--- src/rtl/baccarat_round_ctrl.sv ---
// Baccarat round sequencer: deals four cards, resolves naturals and third-card
// draws, then holds the win lights for HOLD_CYCLES cycles before going idle.
module baccarat_round_ctrl #(
  parameter int HOLD_CYCLES = 8,
  parameter bit AUTO_START  = 1'b1,
  parameter bit BANKER_MODE = 1'b0
) (
  input  logic       slowclock,
  input  logic       resetb,
  input  logic       start,
  input  logic [3:0] pscore,
  input  logic [3:0] dscore,
  input  logic [3:0] pcard3,
  output logic       load_pcard1,
  output logic       load_pcard2,
  output logic       load_pcard3,
  output logic       load_dcard1,
  output logic       load_dcard2,
  output logic       load_dcard3,
  output logic       player_win_light,
  output logic       dealer_win_light,
  output logic       busy,
  output logic       round_done
);

  localparam int CW = (HOLD_CYCLES > 1) ? $clog2(HOLD_CYCLES) : 1;
  localparam logic [CW-1:0] HOLD_LAST = CW'(HOLD_CYCLES - 1);

  typedef enum logic [3:0] {
    S_IDLE,
    S_DEAL_P1,
    S_DEAL_D1,
    S_DEAL_P2,
    S_DEAL_D2,
    S_CHECK_NAT,
    S_DRAW_P3,
    S_BANK_DEC,
    S_DRAW_D3,
    S_SCORE,
    S_HOLD
  } state_t;

  state_t        state, state_nxt;
  logic [CW-1:0] hold_cnt, hold_nxt;
  logic          banker_draw;

  always_comb begin
    banker_draw = 1'b0;
    if (BANKER_MODE) begin
      banker_draw = (dscore <= 4'd5);
    end else begin
      case (dscore)
        4'd0, 4'd1, 4'd2: banker_draw = 1'b1;
        4'd3:             banker_draw = (pcard3 != 4'd8);
        4'd4:             banker_draw = (pcard3 >= 4'd2) && (pcard3 <= 4'd7);
        4'd5:             banker_draw = (pcard3 >= 4'd4) && (pcard3 <= 4'd7);
        4'd6:             banker_draw = (pcard3 >= 4'd6) && (pcard3 <= 4'd7);
        default:          banker_draw = 1'b0;
      endcase
    end
  end

  // NOTE: every signal written here gets a default first so no latch is inferred.
  always_comb begin
    state_nxt = state;
    hold_nxt  = '0;
    case (state)
      S_IDLE:      if (AUTO_START || start) state_nxt = S_DEAL_P1;
      S_DEAL_P1:   state_nxt = S_DEAL_D1;
      S_DEAL_D1:   state_nxt = S_DEAL_P2;
      S_DEAL_P2:   state_nxt = S_DEAL_D2;
      S_DEAL_D2:   state_nxt = S_CHECK_NAT;
      S_CHECK_NAT: begin
        if ((pscore >= 4'd8) || (dscore >= 4'd8)) state_nxt = S_SCORE;
        else if (pscore <= 4'd5)                  state_nxt = S_DRAW_P3;
        else if (dscore <= 4'd5)                  state_nxt = S_DRAW_D3;
        else                                      state_nxt = S_SCORE;
      end
      S_DRAW_P3:   state_nxt = S_BANK_DEC;
      S_BANK_DEC:  state_nxt = banker_draw ? S_DRAW_D3 : S_SCORE;
      S_DRAW_D3:   state_nxt = S_SCORE;
      S_SCORE:     state_nxt = S_HOLD;
      S_HOLD: begin
        hold_nxt = hold_cnt + CW'(1);
        if (hold_cnt == HOLD_LAST) state_nxt = S_IDLE;
      end
      default:     state_nxt = S_IDLE;
    endcase
  end

  // Outputs are registered from the next state so each one is a pure function
  // of the state register in the cycle it is visible.
  // NOTE: sequential state uses non-blocking assignments so all registers update together.
  always_ff @(posedge slowclock) begin
    if (resetb) begin
      state            <= S_IDLE;
      hold_cnt         <= '0;
      load_pcard1      <= 1'b0;
      load_pcard2      <= 1'b0;
      load_pcard3      <= 1'b0;
      load_dcard1      <= 1'b0;
      load_dcard2      <= 1'b0;
      load_dcard3      <= 1'b0;
      player_win_light <= 1'b0;
      dealer_win_light <= 1'b0;
      busy             <= 1'b0;
      round_done       <= 1'b0;
    end else begin
      state       <= state_nxt;
      hold_cnt    <= hold_nxt;
      load_pcard1 <= (state_nxt == S_DEAL_P1);
      load_dcard1 <= (state_nxt == S_DEAL_D1);
      load_pcard2 <= (state_nxt == S_DEAL_P2);
      load_dcard2 <= (state_nxt == S_DEAL_D2);
      load_pcard3 <= (state_nxt == S_DRAW_P3);
      load_dcard3 <= (state_nxt == S_DRAW_D3);
      busy        <= (state_nxt != S_IDLE);
      round_done  <= (state_nxt == S_HOLD) && (hold_nxt == HOLD_LAST);
      // A tie lights both lamps; the lamps drop as the hold phase ends.
      if (state == S_SCORE) begin
        player_win_light <= (pscore >= dscore);
        dealer_win_light <= (dscore >= pscore);
      end else if (state_nxt != S_HOLD) begin
        player_win_light <= 1'b0;
        dealer_win_light <= 1'b0;
      end
    end
  end

endmodule

--- config.mk ---
export PLATFORM = sky130hd
export DESIGN_NAME = baccarat_round_ctrl
export DESIGN_NICKNAME = d
export VERILOG_FILES = /design/src/rtl/baccarat_round_ctrl.sv
export SDC_FILE = /design/constraint.sdc
export NUM_CORES = 1
export LEC_CHECK = 0
export CAP_MARGIN = 0
export CORE_ASPECT_RATIO = 1.2
export CORE_UTILIZATION = 45
export DETAILED_ROUTE_END_ITERATION = 6
export PLACE_DENSITY = 0.76
export RECOVER_POWER = 25
export SYNTH_ARGS = -nofsm -noshare
export SYNTH_HDL_FRONTEND = slang
export SYNTH_SLANG_ARGS = --single-unit
export TNS_END_PERCENT = 10
--- constraint.sdc ---
create_clock -name slowclock -period 1.8 [get_ports slowclock]
set_input_delay 0.36 -clock slowclock [delete_from_list [all_inputs] [get_ports slowclock]]
set_output_delay 0.36 -clock slowclock [all_outputs]
set_load 0.1 [all_outputs]
**Word-level counts from Yosys, hierarchy flattened**

Index checks and enable logic that the tools add are counted.

- Flip-flop bits (word level): 17
- Bits of input ports: 15
- Word-level logic and storage cells: 71
- Output and inout bits: 10

- Eq/ne operators: 27
- Mux-type cells: 11
- Reductions and logical operators: 10
- Add/sub/neg operators: 1
- Order comparisons: 10

Operator list:

| operator | count |
|---|---|
| 4-bit one-hot mux with 11 select lines | 1 |
| 4-bit by 3-bit == test with 1-bit output (second input constant) | 9 |
| 4-bit by 2-bit == test with 1-bit output (second input constant) | 6 |
| 4-bit == test (second input constant) | 5 |
| 4-bit by 1-bit == test with 1-bit output (second input constant) | 3 |
| 4-bit by 3-bit <= comparator with 1-bit output (second input constant) | 3 |
| 4-bit two-way mux | 3 |
| 4-bit by 3-bit greater-or-equal comparator with 1-bit output (second input constant) | 2 |
| 4-bit greater-or-equal comparator | 2 |
| 4-bit greater-or-equal comparator (second input constant) | 2 |
| 4-bit logical NOT | 2 |
| 4-bit inequality test (second input constant) | 2 |
| 3-bit == test (second input constant) | 2 |
| 1-bit two-way mux | 5 |
| 1-bit one-hot mux with 5 select lines | 1 |
| 4-bit by 2-bit greater-or-equal comparator with 1-bit output (second input constant) | 1 |
| 1-bit logical AND | 4 |
| 4-bit nonzero test | 1 |
| 3-bit by 1-bit adder with 3-bit output (second input constant) | 1 |
| 3-bit two-way mux | 1 |
| 3-bit OR reduction | 1 |
| 2-bit nonzero test | 1 |
| 1-bit logical OR | 1 |

**Logic depth before layout (Yosys ltp)**

- Depth after elaboration: 8
- Mapped depth: 7
- Gate-level depth less buffers: 7

**Worst setup path before layout**

OpenSTA, ideal clock, no wires.

- Path kind: input port to flip-flop
- Start point: in pscore[2]
- End point: reg dealer_win_light
- Required time: 1.683 ns
- Data arrival time: 1.226 ns
- Setup time: 0.117 ns
- Path buffers: 0
- Cell stages on the path: 7
- Slack: 0.458 ns
- Cell sequence: inv_1 ha_1 a21oi_1 o21ai_0 a21oi_1 a2bb2oi_1 nor2_1

- Word-level cells in the longest chain between the ends: 6
- Elaborated cells on any way between the ends: 10
- Classes of those cells: order compare: 3; eq/ne: 1; mux: 4; reduce/logical: 2

RTL lines:

| what | RTL line | RTL |
|---|---|---|
| from (decl) | 11 | `input logic [3:0] pscore,` |
| 4-bit by 3-bit <= comparator with 1-bit output or 4-bit greater-or-equal comparator (tied branches) | 75, 74 |  |
| 4-bit two-way mux or 1-bit logical OR (tied branches) | 75, 74 |  |
| 4-bit two-way mux | 74 | `if ((pscore >= 4'd8) \|\| (dscore >= 4'd8)) state_nxt = S_SCORE;` |
| 4-bit one-hot mux with 11 select lines | 67 | `case (state)` |
| 4-bit inequality test | 123 | `end else if (state_nxt != S_HOLD) begin` |
| 2-bit nonzero test (no source line) | n/a |  |
| to (signal assigned) | 122 | `dealer_win_light <= (dscore >= pscore);` |
| to (decl) | 21 | `output logic dealer_win_light,` |

Parallel ways exist; a longest one is shown, timed or not.
A chain may end at the register's enable or synchronous reset.

**Worst setup path after layout**

Ends and elaborated chain as after synthesis.

==> results.toml <==
[clock_tree]
clock-sinks = 17
clk_root_buffer_cell = "clkbuf_4"
ctsLongestPathBuffers = 2
htreeDepth = 1
clock_latency_ns = 0.28
cts.clk_slew.worst_paths_ns = 0.08
post-cts-setup-buffers = 0
cts_buffers = 3
cts_tree = "yes"

[synth]
ys_ff_latch = 17
synthCells = 98
syn_nets = 119
yosys.area.top_type_share_pct = 39.36
synth.distinct_cells = 33
seq_area_frac_synth_pct = 39.36
syn_avg_cell_area_um2 = 8.822
yosysWarnings = 0
yosys-top-cells-area = "dfxtp_1, ha_1, nor2_1"
yosysTopAreaCell = "dfxtp_1"
syn_area_um2 = 864.6

[timing]
setup_violations = 0
drv_slew = 0
finalHoldViolCount = 0
post-route-period-util_pct = 95.01
finalSetupTns_ns = 0
whs_ns = 0.4711
finClkSkew_ns = 0.003143
worstMarginPinSlew_ns = 0.5406
fmax_mhz = 584.7
rsz0062_at_grt = "false"
setup_ws_ns = 0.08977
slew_headroom_pct = 64.11
period_needed_ns = 1.710

[worst_setup_path]
path_common_cell = "a21oi_1"
cp-end-kind = "flip-flop"
critPathRequiredTime_ns = 1.97
cpMaxStageDelayCell = "clkdlybuf4s50_1"
max_stage_delay_ns = 0.50
crit_chain = "clkdlybuf4s50_1, inv_1, ha_1, a21oi_1, o21ai_1, a21oi_1, a2bb2oi_1, nor2_1"
start_kind = "input port"
crit_fanout = 3
cp.arrival_ns = 1.88
path_class = "input port to flip-flop"

[route]
viasPerCell = 5.283
drt_pre_antenna_iters = 4
wl_per_cell_um = 12.10
wl_um = 1754
num_vias = 766
first_iter_violations = 8
final_antenna_net_count = 0
drc_errors = 0

[die]
die_h_um = 50.02
rows = 17
core_area_mm2 = 0.001829
initial_core_util_pct = 47.26
boundaryPins = 25
die_area_mm2 = 0.002101
fp.dieW_um = 42.02

[power_and_ir_drop]
p_per_area_mw_per_mm2 = 686.0
ir_drop_v = 0.0006099
p_leak_uw = 0.0005182

[flow_run]
maxCapViolCount = 0

[cells_and_area]
instances_no_fill = 145
diodes = 0
drive_gt1_share_pct = 16.67
nets = 148
final_common_cell = "dfxtp_1"
syn_to_final_growth_pct = 37.05
layout_common_cells = "dfxtp_1, clkdlybuf4s50_1, nor2_1"

[grt]
first_global_vias = 746
grt_pass1_wl_um = 3063
antenna_found_initial = 0
grt_use_total_pct = 19.26
grt_max_degree = 11
overflow = 0

[place]
gp_congestion = 0.7499
hpwl_um = 1397
dp_slack_ns = -0.2173
place_inst = 141
io_buffers = 23

[status]
outcome = "completed"

[hold_path]
hp-class = "flip-flop to flip-flop"
==> timing repair <==
item                       in CTS  in global routing
gates resized for setup         0                  1
hold buffers                    0                  0
setup endpoints to repair       0                  1
==> state kept, by name, indices dropped and copies added, names as in the netlist <==
register / count
busy: 1
dealer_win_light: 1
hold_cnt: 3
load_dcard1: 1
load_dcard2: 1
load_dcard3: 1
load_pcard1: 1
load_pcard2: 1
load_pcard3: 1
player_win_light: 1
round_done: 1
state: 4
==> final timing paths <==
path / start / end / slack, ns / cells after the start
worst min-delay path: hold_cnt[0]$_SDFF_PP0_ / hold_cnt[0]$_SDFF_PP0_ / 0.47 / 1
worst max register to register: hold_cnt[0]$_SDFF_PP0_ / load_pcard1$_SDFF_PP0_ / 0.30 / 5
worst min register to register: hold_cnt[0]$_SDFF_PP0_ / hold_cnt[0]$_SDFF_PP0_ / 0.47 / 1
worst max-delay path: pscore[2] / dealer_win_light$_SDFFE_PP0P_ / 0.09 / 8
==> report_power, final <==
part | internal [uW] | switching [uW]
clock network | 86.2 | 106
registers | 390 | 15.1
logic | 91.9 | 124
total | 568 | 245
==> metal layers <==
layer	global-route usage [%]	wire length (um)
met5	0	0
met4	12.50	57
met3	3.663	85
met2	32.03	856
met1	22.25	755
==> synthesized netlist by cell type <==
cell        n
o21ai_0     5
nand2_1     6
a32oi_1     1
a41oi_2     1
dfxtp_1    17
buf_8       1
nor2b_2     2
o21bai_1    1
nor2_1     12
o21a_1      2
a211o_1     2
and2_1      2
a21oi_1     7
or2_1       1
inv_1       7
a22oi_2     1
and4b_1     1
ha_1        6
a41oi_1     1
buf_4       1
nor2b_1     4
a2bb2oi_1   1
nor3b_1     3
o2bb2ai_1   1
and3_1      1
o21ai_1     1
nand2b_1    2
nand4_1     1
and2_4      1
and3b_1     1
nand3_1     1
a21o_1      1
nor3_1      3
==> stage by stage <==
step                area (um2)  util (%)  total power [uW]
floorplan                864.6         -             548.1
global placement          1219     66.62             634.7
detailed placement        1219     66.62             640.1
CTS                       1245     68.06             834.7
global route              1185     64.77             864.5
finish                    1185     64.77             812.9
==> worst max-delay path, delay by kind of cell <==
| kind | cells | cell delay (ns) |
|---|---|---|
| fa+ha+maj | 1 | 0.32 |
| simple gates | 1 | 0.06 |
| buf+inv | 2 | 0.55 |
| compound gates | 4 | 0.59 |
==> final cells by class <==
cell class / instances / area [um2]
Fill cell: 163 / 644.4
Multi-Input combinational cell: 72 / 475.5
Sequential cell: 17 / 340.3
Timing Repair Buffer: 26 / 292.8
Clock buffer: 4 / 26.28
Inverter: 7 / 26.28
Tap cell: 19 / 23.77
==> kinds of logic (layout without fill, tap and decap cells) <==
logic type	Yosys count	after routing	synth area share [%]
and+or+nand+nor	41	41	25.90
AOI/OAI and AO/OA	25	25	20.41
DFF	17	17	39.36
buffers and inverters	9	37	5.644
adders and majority gates	6	6	8.683
No activity file was read; power rests on OpenSTA's default activity.
